File: config.mk
export PLATFORM = sky130hd
export DESIGN_NAME = irrigation_pump_ctrl
export DESIGN_NICKNAME = d
export VERILOG_FILES = /design/src/rtl/irrigation_pump_ctrl_pkg.sv /design/src/rtl/irrigation_pump_ctrl_seg_timer.sv /design/src/rtl/irrigation_pump_ctrl.sv
export SDC_FILE = /design/constraint.sdc
export NUM_CORES = 1
export LEC_CHECK = 0
export CAP_MARGIN = 20
export CORE_MARGIN = 5
export CORE_UTILIZATION = 25
export CTS_CLUSTER_SIZE = 30
export DETAILED_ROUTE_END_ITERATION = 6
export PLACE_DENSITY = 0.48
export REMOVE_ABC_BUFFERS = 1
export SYNTH_ARGS = -nofsm -noshare
export SYNTH_HDL_FRONTEND = slang
export SYNTH_HIERARCHICAL = 1
export SYNTH_SLANG_ARGS = --single-unit
File: constraint.sdc
create_clock -name clk -period 5.45 [get_ports clk]
set_input_delay 1.09 -clock clk [delete_from_list [all_inputs] [get_ports clk]]
set_output_delay 1.09 -clock clk [all_outputs]
set_load 0.02 [all_outputs]
File: src/rtl/irrigation_pump_ctrl_pkg.sv
// Shared state codes and output widths for the irrigation pump controller.
package irrigation_pump_ctrl_pkg;

    localparam int ESTADO_W = 2;
    localparam int CICLOS_W = 4;

    typedef enum logic [ESTADO_W-1:0] {
        IDLE  = 2'd0,
        RIEGO = 2'd1,
        PAUSA = 2'd2,
        FALLA = 2'd3
    } pumpStateT;

endpackage

File: src/rtl/irrigation_pump_ctrl_seg_timer.sv
// Prescaler plus tick counter. The tick fires on the last prescaler cycle;
// clear restarts both counters so a timed state begins on a clean boundary.
module irrigation_pump_ctrl_seg_timer #(
    parameter int TICK_DIV  = 50_000_000,
    parameter int MAX_TICKS = 30,
    parameter int CNT_W     = $clog2(MAX_TICKS + 1)
) (
    input  logic             clk,
    input  logic             reset,
    input  logic             clear,
    output logic             tick,
    output logic [CNT_W-1:0] count
);

    localparam int PRESC_W = $clog2(TICK_DIV);

    logic [PRESC_W-1:0] presc;

    assign tick = (presc == PRESC_W'(TICK_DIV - 1));

    always_ff @(posedge clk) begin
        if (reset || clear) begin
            presc <= '0;
            count <= '0;
        end else if (tick) begin
            presc <= '0;
            count <= count + 1'b1;
        end else begin
            presc <= presc + 1'b1;
        end
    end

endmodule

File: src/rtl/irrigation_pump_ctrl.sv
// Pump controller: timed watering pulses with soak pauses, gated by soil
// dryness, with a dry-run lockout released only once the tank is refilled.
module irrigation_pump_ctrl
    import irrigation_pump_ctrl_pkg::*;
#(
    parameter int TICK_DIV   = 50_000_000,
    parameter int RIEGO_S    = 10,
    parameter int PAUSA_S    = 30,
    parameter int MAX_CICLOS = 4
) (
    input  logic                clk,
    input  logic                reset,
    input  logic                MODbomba,
    input  logic                lowLevel,
    input  logic                highLevel,
    input  logic                soilDry,
    input  logic                startManual,
    output logic                activarBomba,
    output logic [ESTADO_W-1:0] estado,
    output logic                fallaSeco,
    output logic [CICLOS_W-1:0] ciclos
);

    localparam int MAX_TICKS = (RIEGO_S > PAUSA_S) ? RIEGO_S : PAUSA_S;
    localparam int CNT_W     = $clog2(MAX_TICKS + 1);

    pumpStateT           state, nextState;
    logic [CICLOS_W-1:0] nextCiclos;
    logic                lowMeta, lowSync;
    logic                highMeta, highSync;
    logic                soilMeta, soilSync;
    logic                tick;
    logic [CNT_W-1:0]    count;
    logic                riegoDone, pausaDone, req;

    always_ff @(posedge clk) begin
        if (reset) begin
            lowMeta  <= 1'b0;
            lowSync  <= 1'b0;
            highMeta <= 1'b0;
            highSync <= 1'b0;
            soilMeta <= 1'b0;
            soilSync <= 1'b0;
        end else begin
            lowMeta  <= lowLevel;
            lowSync  <= lowMeta;
            highMeta <= highLevel;
            highSync <= highMeta;
            soilMeta <= soilDry;
            soilSync <= soilMeta;
        end
    end

    irrigation_pump_ctrl_seg_timer #(
        .TICK_DIV (TICK_DIV),
        .MAX_TICKS(MAX_TICKS),
        .CNT_W    (CNT_W)
    ) uTimer (
        .clk  (clk),
        .reset(reset),
        .clear(nextState != state),
        .tick (tick),
        .count(count)
    );

    assign riegoDone = tick && (count == CNT_W'(RIEGO_S - 1));
    assign pausaDone = tick && (count == CNT_W'(PAUSA_S - 1));
    assign req       = soilSync | startManual;

    always_ff @(posedge clk) begin
        if (reset) begin
            state  <= IDLE;
            ciclos <= '0;
        end else begin
            state  <= nextState;
            ciclos <= nextCiclos;
        end
    end

    // ciclos shows the final count for one IDLE cycle after a completed
    // pulse; every other way into IDLE clears it immediately.
    always_comb begin
        nextState  = state;
        nextCiclos = ciclos;
        case (state)
            IDLE: begin
                nextCiclos = '0;
                if (req && MODbomba && lowSync) nextState = RIEGO;
            end
            RIEGO: begin
                if (!lowSync) begin
                    nextState = FALLA;
                end else if (!MODbomba) begin
                    nextState  = IDLE;
                    nextCiclos = '0;
                end else if (riegoDone) begin
                    nextCiclos = ciclos + 1'b1;
                    if (nextCiclos == CICLOS_W'(MAX_CICLOS) || !soilSync)
                        nextState = IDLE;
                    else
                        nextState = PAUSA;
                end
            end
            PAUSA: begin
                if (!MODbomba) begin
                    nextState  = IDLE;
                    nextCiclos = '0;
                end else if (pausaDone) begin
                    if (soilSync && lowSync) begin
                        nextState = RIEGO;
                    end else begin
                        nextState  = IDLE;
                        nextCiclos = '0;
                    end
                end
            end
            FALLA: begin
                // highLevel without lowLevel is an inconsistent sensor pair; stay locked.
                if (highSync && lowSync) begin
                    nextState  = IDLE;
                    nextCiclos = '0;
                end
            end
            default: begin
                nextState  = IDLE;
                nextCiclos = '0;
            end
        endcase
    end

    assign activarBomba = (state == RIEGO);
    assign fallaSeco    = (state == FALLA);
    assign estado       = state;

endmodule

== Yosys cells after proc, flatten, opt, wreduce, memory -nomap -nowiden ==
Cells that the tools add are included.
Widths: inputs -> output; s select.
Word-level totals
  ROM bits: 0
  flip-flop bits (word level): 43
  bits in latches: 0
  memory bits (writable): 0
  memories kept: 0
  output and inout bits: 8
Operators by class
  order comparisons: 0
  equality and inequality tests: 13
  shift operators: 0
  muxes and demuxes: 18
  multipliers: 0
  add/subtract/negate cells: 3
  divide/modulo/power cells: 0
  bitwise logic cells: 1
  reductions and logical operators: 12
Operators by type and width (number)
  $mux 4: 7
  $add 26x1->26 const B: 1
  $eq 26x26->1 const B: 1
  $mux 2: 8
  $pmux 4 s4: 1
  $pmux 2 s4: 1
  $logic_and 1x1->1: 6
  $ne 3x3->1 const B: 2
  $add 5x1->5 const B: 1
  $eq 5x4->1 const B: 1
  $eq 5x5->1 const B: 1
  $reduce_and 5->1: 1
  $add 4x1->4 const B: 1
  $eq 2x2->1 const B: 2
  $eq 4x3->1 const B: 1
  $ne 2x1->1 const B: 2
  $ne 3x2->1 const B: 1
  $eq 2x1->1 const B: 1
  $logic_not 2->1: 1
  $logic_or 1x1->1: 2
  $ne 2x2->1: 1
  $reduce_or 2->1: 1
  $logic_not 1->1: 1
  $mux 1: 1
  $or 1x1->1: 1

== Depth between registers and ports, before layout ==
  depth after elaboration: 11
  gate-level depth with buffers: 13

== Modules after synthesis ==
Netlist, hierarchy kept.
Modules (own cells, without submodules)
  irrigation_pump_ctrl_seg_timer: cells an instance 170, sequential area each 620.6 µm², area each 1442.6 µm², instances 1
  irrigation_pump_ctrl: cells an instance 76, sequential area each 240.2 µm², area each 686.9 µm², instances 1

== Worst setup path before layout ==
Ideal clock, no wire load.
  kind: reg2reg
  start point: register uTimer.presc[8]
  end point: register uTimer.presc[10]
  slack: 2.539 ns
  period minus slack after synthesis: 2.911 ns
  cell stages (with the launch flop): 13
  arrival: 2.794 ns
  required time: 5.333 ns
  cell sequence: dfxtp_1 > or4b_1 > or4_4 > buf_6 > nor2_1 > and4b_2 > a31oi_4 > or2_2 > o2111ai_1 > nor2_1 > o21ai_2 > buf_2 > nor2_1
On the way
  word-level cells in the longest chain between the ends: 9
RTL lines
  start, declared: RTL line irrigation_pump_ctrl_seg_timer.sv:17  | logic [PRESC_W-1:0] presc;
  start signal, assigned: RTL line irrigation_pump_ctrl_seg_timer.sv:29  | presc <= presc + 1'b1;
  $eq 26x26->1 (*): RTL line irrigation_pump_ctrl_seg_timer.sv:19  | assign tick = (presc == PRESC_W'(TICK_DIV - 1));
  named net tick: RTL line irrigation_pump_ctrl.sv:32  | logic tick;
  $logic_and 1x1->1: RTL line irrigation_pump_ctrl.sv:66  | assign riegoDone = tick && (count == CNT_W'(RIEGO_S - 1));
  $mux 2: RTL line irrigation_pump_ctrl.sv:96  | end else if (riegoDone) begin
  $mux 2: RTL line irrigation_pump_ctrl.sv:93  | end else if (!MODbomba) begin
  $mux 2: RTL line irrigation_pump_ctrl.sv:91  | if (!lowSync) begin
  $pmux 2 s4: RTL line irrigation_pump_ctrl.sv:85  | case (state)
  $ne 2x2->1: RTL line irrigation_pump_ctrl.sv:61  | .clear(nextState != state),
  $logic_or 1x1->1: RTL line irrigation_pump_ctrl_seg_timer.sv:22  | if (reset || clear) begin
  $reduce_or 2->1 (no line) (*)
The timed path passes the listed nets; every way through them passes the cells marked *.
A chain may end at the register's enable or synchronous reset.

== Worst setup path after layout ==
  start point: register uTimer.presc[0]
  end point: register uTimer.presc[24]
Same word-level chain as after synthesis.

==> results.md <==
Cells and area:
- In the final layout, the share of cells above drive strength 1 is 8.43%.
- The filler cells instantiated in the layout total 900.
- In the final layout, flip-flops and latches occupy 861 um^2.
- The repair_antennas step left the layout with diodes totalling 0.
- The combined area of the multi-input logic cells is 1190 um^2.
- The final-stage net count is 271.
- The area growth from synthesis to layout is 16.9%.
- For this run, the share of the core covered by cells in the final layout is 30.1%.

Clock network:
- The clock passes through at most 2 buffers.
- The later-pin clock latency in the skew report is 290 ps.
- The TritonCTS clock tree is yes.
- Once the clock tree was built, the setup fixing pass inserted 0 buffers.
- Buffers inserted during clock tree synthesis total 5.
- Clock-pin slew was measured on the worst setup and hold paths at 90 ps.
- After clock tree synthesis, the repair step resized 0 gates.
- The root buffer selected by CTS is sky130_fd_sc_hd__clkbuf_8.
- The number of buffers added to fix hold violations after cts is 0.
- The total clock sinks is 43.
- In this run the number of H-tree levels came out at 2.

Routing:
- The total DRC errors in the routed layout is 0.
- The total iterations of the first detailed-routing run is 6.
- In the final routed layout, each cell accounts on average for 12.0 um.
- The iteration-0 DRC count of the detailed router is 61.
- For this block, the via count after detailed routing is 1771.
- The count of antenna-violating nets left after detailed routing is 0.
- Dividing the detail-routed via count by the number of cells gives 4.84.
- After detailed routing, the total wire length is 4400 um.

Pwr:
- In this run the power density over the cells is 245 nW/um^2.
- IR analysis of the VDD net gives a maximum drop of 0.000102 V.
- The total chip power is 609 uW.
- The leakage power summed over all cells is 0.000750 uW.

Place:
- Once detailed placement completed, the half-perimeter wirelength came to 3030 um.
- The placer's final routability congestion estimate is 0.776.
- The count of buffers from port buffering is 14.

Setup path:
- Of all nets on the critical path, the largest fanout is 13.
- The endpoint of the worst register-to-register path is uTimer/presc[24].
- Measured in cells, the most critical reg-to-reg path has a length of 12.
- Counting both buffers and inverters, the worst setup path holds a total of 1.
- STA classifies the critical path startpoint as a register.
- The critical path endpoint is uTimer/presc[24].
- STA puts the critical path data required time at 5630 ps.
- For flop-to-flop paths, the worst setup slack is 2250 ps.
- Among all stages on the critical path, the largest delay is contributed by sky130_fd_sc_hd__or4_4.
- Data on the critical path arrives at its endpoint at 3380 ps.
- Among cell families on the critical path, the largest total delay comes from simple AND/OR/NAND/NOR gates.
- Walking the worst path, the cells encountered are ha_1, nand2_1, or4_4, nor2_1, and4b_2, a31oi_4, or2_2, o2111ai_1, nor2_1, o21ai_2, buf_6, a21oi_1.
- The logic depth of the worst setup path including buffers is 12.
- The sort of element at the end of the critical path is a register.
- The setup path with the least slack is of type reg -> reg.
- The delay contributed by the slowest stage of the critical path is 640 ps.
- The startpoint of the worst-slack reg-to-reg timing path is uTimer/presc[0].
- By instance count, the cell type seen most on the critical path is sky130_fd_sc_hd__nor2_1.
- The worst setup path startpoint is uTimer/presc[0].

Timing:
- Adding up every negative setup slack in the final design gives 0 ps.
- For the pin with the worst max-slew slack, the measured transition is 594 ps.
- The clock period minus final worst setup slack is 3200 ps.
- The final setup violation count is 0.
- Based on the critical path, the design can be clocked at up to 0.312 GHz.
- Setup repair after global routing left no endpoint under its margin.
- The total count of hold-check failures in the final report is 0.
- On the final layout, the worst clock skew is 9.26 ps.
- Headroom to the max-slew limit came out at 60.3%.
- The max-slew violation total from the final report is 0.
- The final worst-path cycle share is 58.7%.

Global route:
- The number of global-route vias before repair is 1658.
- The number of antenna violations at the first check in global routing was 0.
- The pin count of the biggest net entering global routing is 26.
- The first global-routing pass estimated 7780 um of wire.
- The remaining global-route overflow is 0.
- The overall track demand over capacity in global routing is 9.17%.

Hold path:
- The worst hold-check path type is reg -> reg.

Floorplanning:
- The effective utilization at floorplan is 25.8%.
- The die covers 10500 um^2.
- The total area inside the core boundary comes to 8260 um^2.
- The die is 102 um wide.
- The die height is 102 um.
- The number of primary I/O pins is 15.
- The row count is 33.

Yosys:
- The share of Yosys cell area claimed by the top area cell type is 40.4%.
- The distinct cell type count of the synthesized netlist is 48.
- The count of flip-flops with a built-in enable after synthesis is 0.
- The number of standard cells after synthesis is 246.
- The register bit count reported by yosys is 43.
- Counting flops with an async set or reset pin after synthesis yields a share of 0%.
- The commonest cells after synthesis are sky130_fd_sc_hd__dfxtp_1 (43), sky130_fd_sc_hd__nor2_1 (26), sky130_fd_sc_hd__a21oi_1 (18), sky130_fd_sc_hd__nand2_1 (13), sky130_fd_sc_hd__nand3_1 (13).
- The synthesized design spends more area on one cell type than any other, namely sky130_fd_sc_hd__dfxtp_1.
- The count of synthesis-stage warnings from yosys is 6.
- In this run the mean area of a mapped cell was 8.66 um^2.
- Sorting the synthesized cells by area gives the leading types as sky130_fd_sc_hd__dfxtp_1 (40%), sky130_fd_sc_hd__nor2_1 (4.6%), sky130_fd_sc_hd__xnor2_1 (4.5%).
- Among all flip-flop cells after synthesis, the most frequent one is sky130_fd_sc_hd__dfxtp_1.
- sky130_fd_sc_hd__dfxtp_1 is the most common cell in the netlist.
- The fraction of the yosys area taken by sequential cells is 40.4%.
- In this run the cell area of the synthesized design comes to 2130 um^2.

Run status:
- The run finished with clean final reports.

Job:
- The total of max-cap violations is 0.
flip-flops by register name, summed over array words and instances (netlist names):
| signal | count |
|---|---|
| soilMeta | 1 |
| lowMeta | 1 |
| highSync | 1 |
| soilSync | 1 |
| ciclos | 4 |
| uTimer/presc | 26 |
| uTimer/count | 5 |
| estado | 2 |
| lowSync | 1 |
| highMeta | 1 |
cells in the final DEF, fill, tap and decap left out, types with 3 or more instances in the layout:
cell                              instances
sky130_fd_sc_hd__dfxtp_1                 43
sky130_fd_sc_hd__nor2_1                  26
sky130_fd_sc_hd__a21oi_1                 18
sky130_fd_sc_hd__clkdlybuf4s50_1         14
sky130_fd_sc_hd__nand2_1                 13
sky130_fd_sc_hd__nand3_1                 13
sky130_fd_sc_hd__or4_1                   12
sky130_fd_sc_hd__xnor2_1                 11
sky130_fd_sc_hd__nor2b_1                 10
sky130_fd_sc_hd__inv_1                   10
sky130_fd_sc_hd__o31ai_1                 10
sky130_fd_sc_hd__nand4_1                  8
sky130_fd_sc_hd__o21ai_0                  6
sky130_fd_sc_hd__nor3_1                   6
sky130_fd_sc_hd__clkbuf_8                 6
sky130_fd_sc_hd__or3_1                    5
sky130_fd_sc_hd__or2_2                    4
sky130_fd_sc_hd__ha_1                     4
sky130_fd_sc_hd__nand2b_1                 3
sky130_fd_sc_hd__nand3b_1                 3
through the flow:
step	hold WS [ps]	instances	setup WS, ps	area [um^2]
detailed placement	426	357	2200	2360
finish	440	366	2250	2490
global route	463	366	2020	2490
global placement	427	357	2220	2360
floorplan	414	238	2590	2090
CTS	447	365	2190	2480
worst reg2reg max path, cell delays in order (launching register included):
cell and delay (ps):
sky130_fd_sc_hd__dfxtp_1 360, sky130_fd_sc_hd__ha_1 250, sky130_fd_sc_hd__nand2_1 150, sky130_fd_sc_hd__or4_4 640, sky130_fd_sc_hd__nor2_1 100, sky130_fd_sc_hd__and4b_2 300, sky130_fd_sc_hd__a31oi_4 130, sky130_fd_sc_hd__or2_2 300
sky130_fd_sc_hd__o2111ai_1 210, sky130_fd_sc_hd__nor2_1 100, sky130_fd_sc_hd__o21ai_2 270, sky130_fd_sc_hd__buf_6 240, sky130_fd_sc_hd__a21oi_1 50
layout make-up:
type / count / share of cell area, %
Clock inverter: 2 / 1.41
Tap cell: 105 / 5.28
Inverter: 10 / 1.51
Multi-Input combinational cell: 185 / 47.8
Clock buffer: 6 / 3.32
Timing Repair Buffer: 15 / 6.08
Sequential cell: 43 / 34.6
worst min-delay path by stage:
| stage | start | slack [ps] | cells after the start | end |
|---|---|---|---|---|
| 5_1_grt | highMeta | 460 | 1 | highSync |
| 3_5_place_dp | highMeta | 430 | 1 | highSync |
| 3_3_place_gp | soilMeta | 430 | 1 | soilSync |
| 6_report | highMeta | 440 | 1 | highSync |
| 4_1_cts | highMeta | 450 | 1 | highSync |
| 2_1_floorplan | highMeta | 410 | 1 | highSync |
where the power goes:
group / total [uW] / internal (uW) / switching, uW
registers: 322 / 319 / 3.80
clock network: 257 / 148 / 108
logic: 29.8 / 13.9 / 15.9
total: 609 / 481 / 128
cell families after synthesis:
logic type	after synthesis	synth area share (%)
and+or+nand+nor	117	31.6
AOI/OAI and AO/OA	49	15.5
DFF	43	40.4
buffers and inverters	18	3.70
xor gates and xnor gates	13	5.35
adders and majority gates	4	2.35
muxes	2	1.17
per-layer routing:
layer,wire length [um],vias up,global-route usage [%]
met1,2180,817,12.1
met2,1930,28,14.5
met5,0,-,0
li1,-,921,-
met3,230,5,2.25
met4,57,0,3.33
Note: power is estimated with default switching activity, not from simulation.
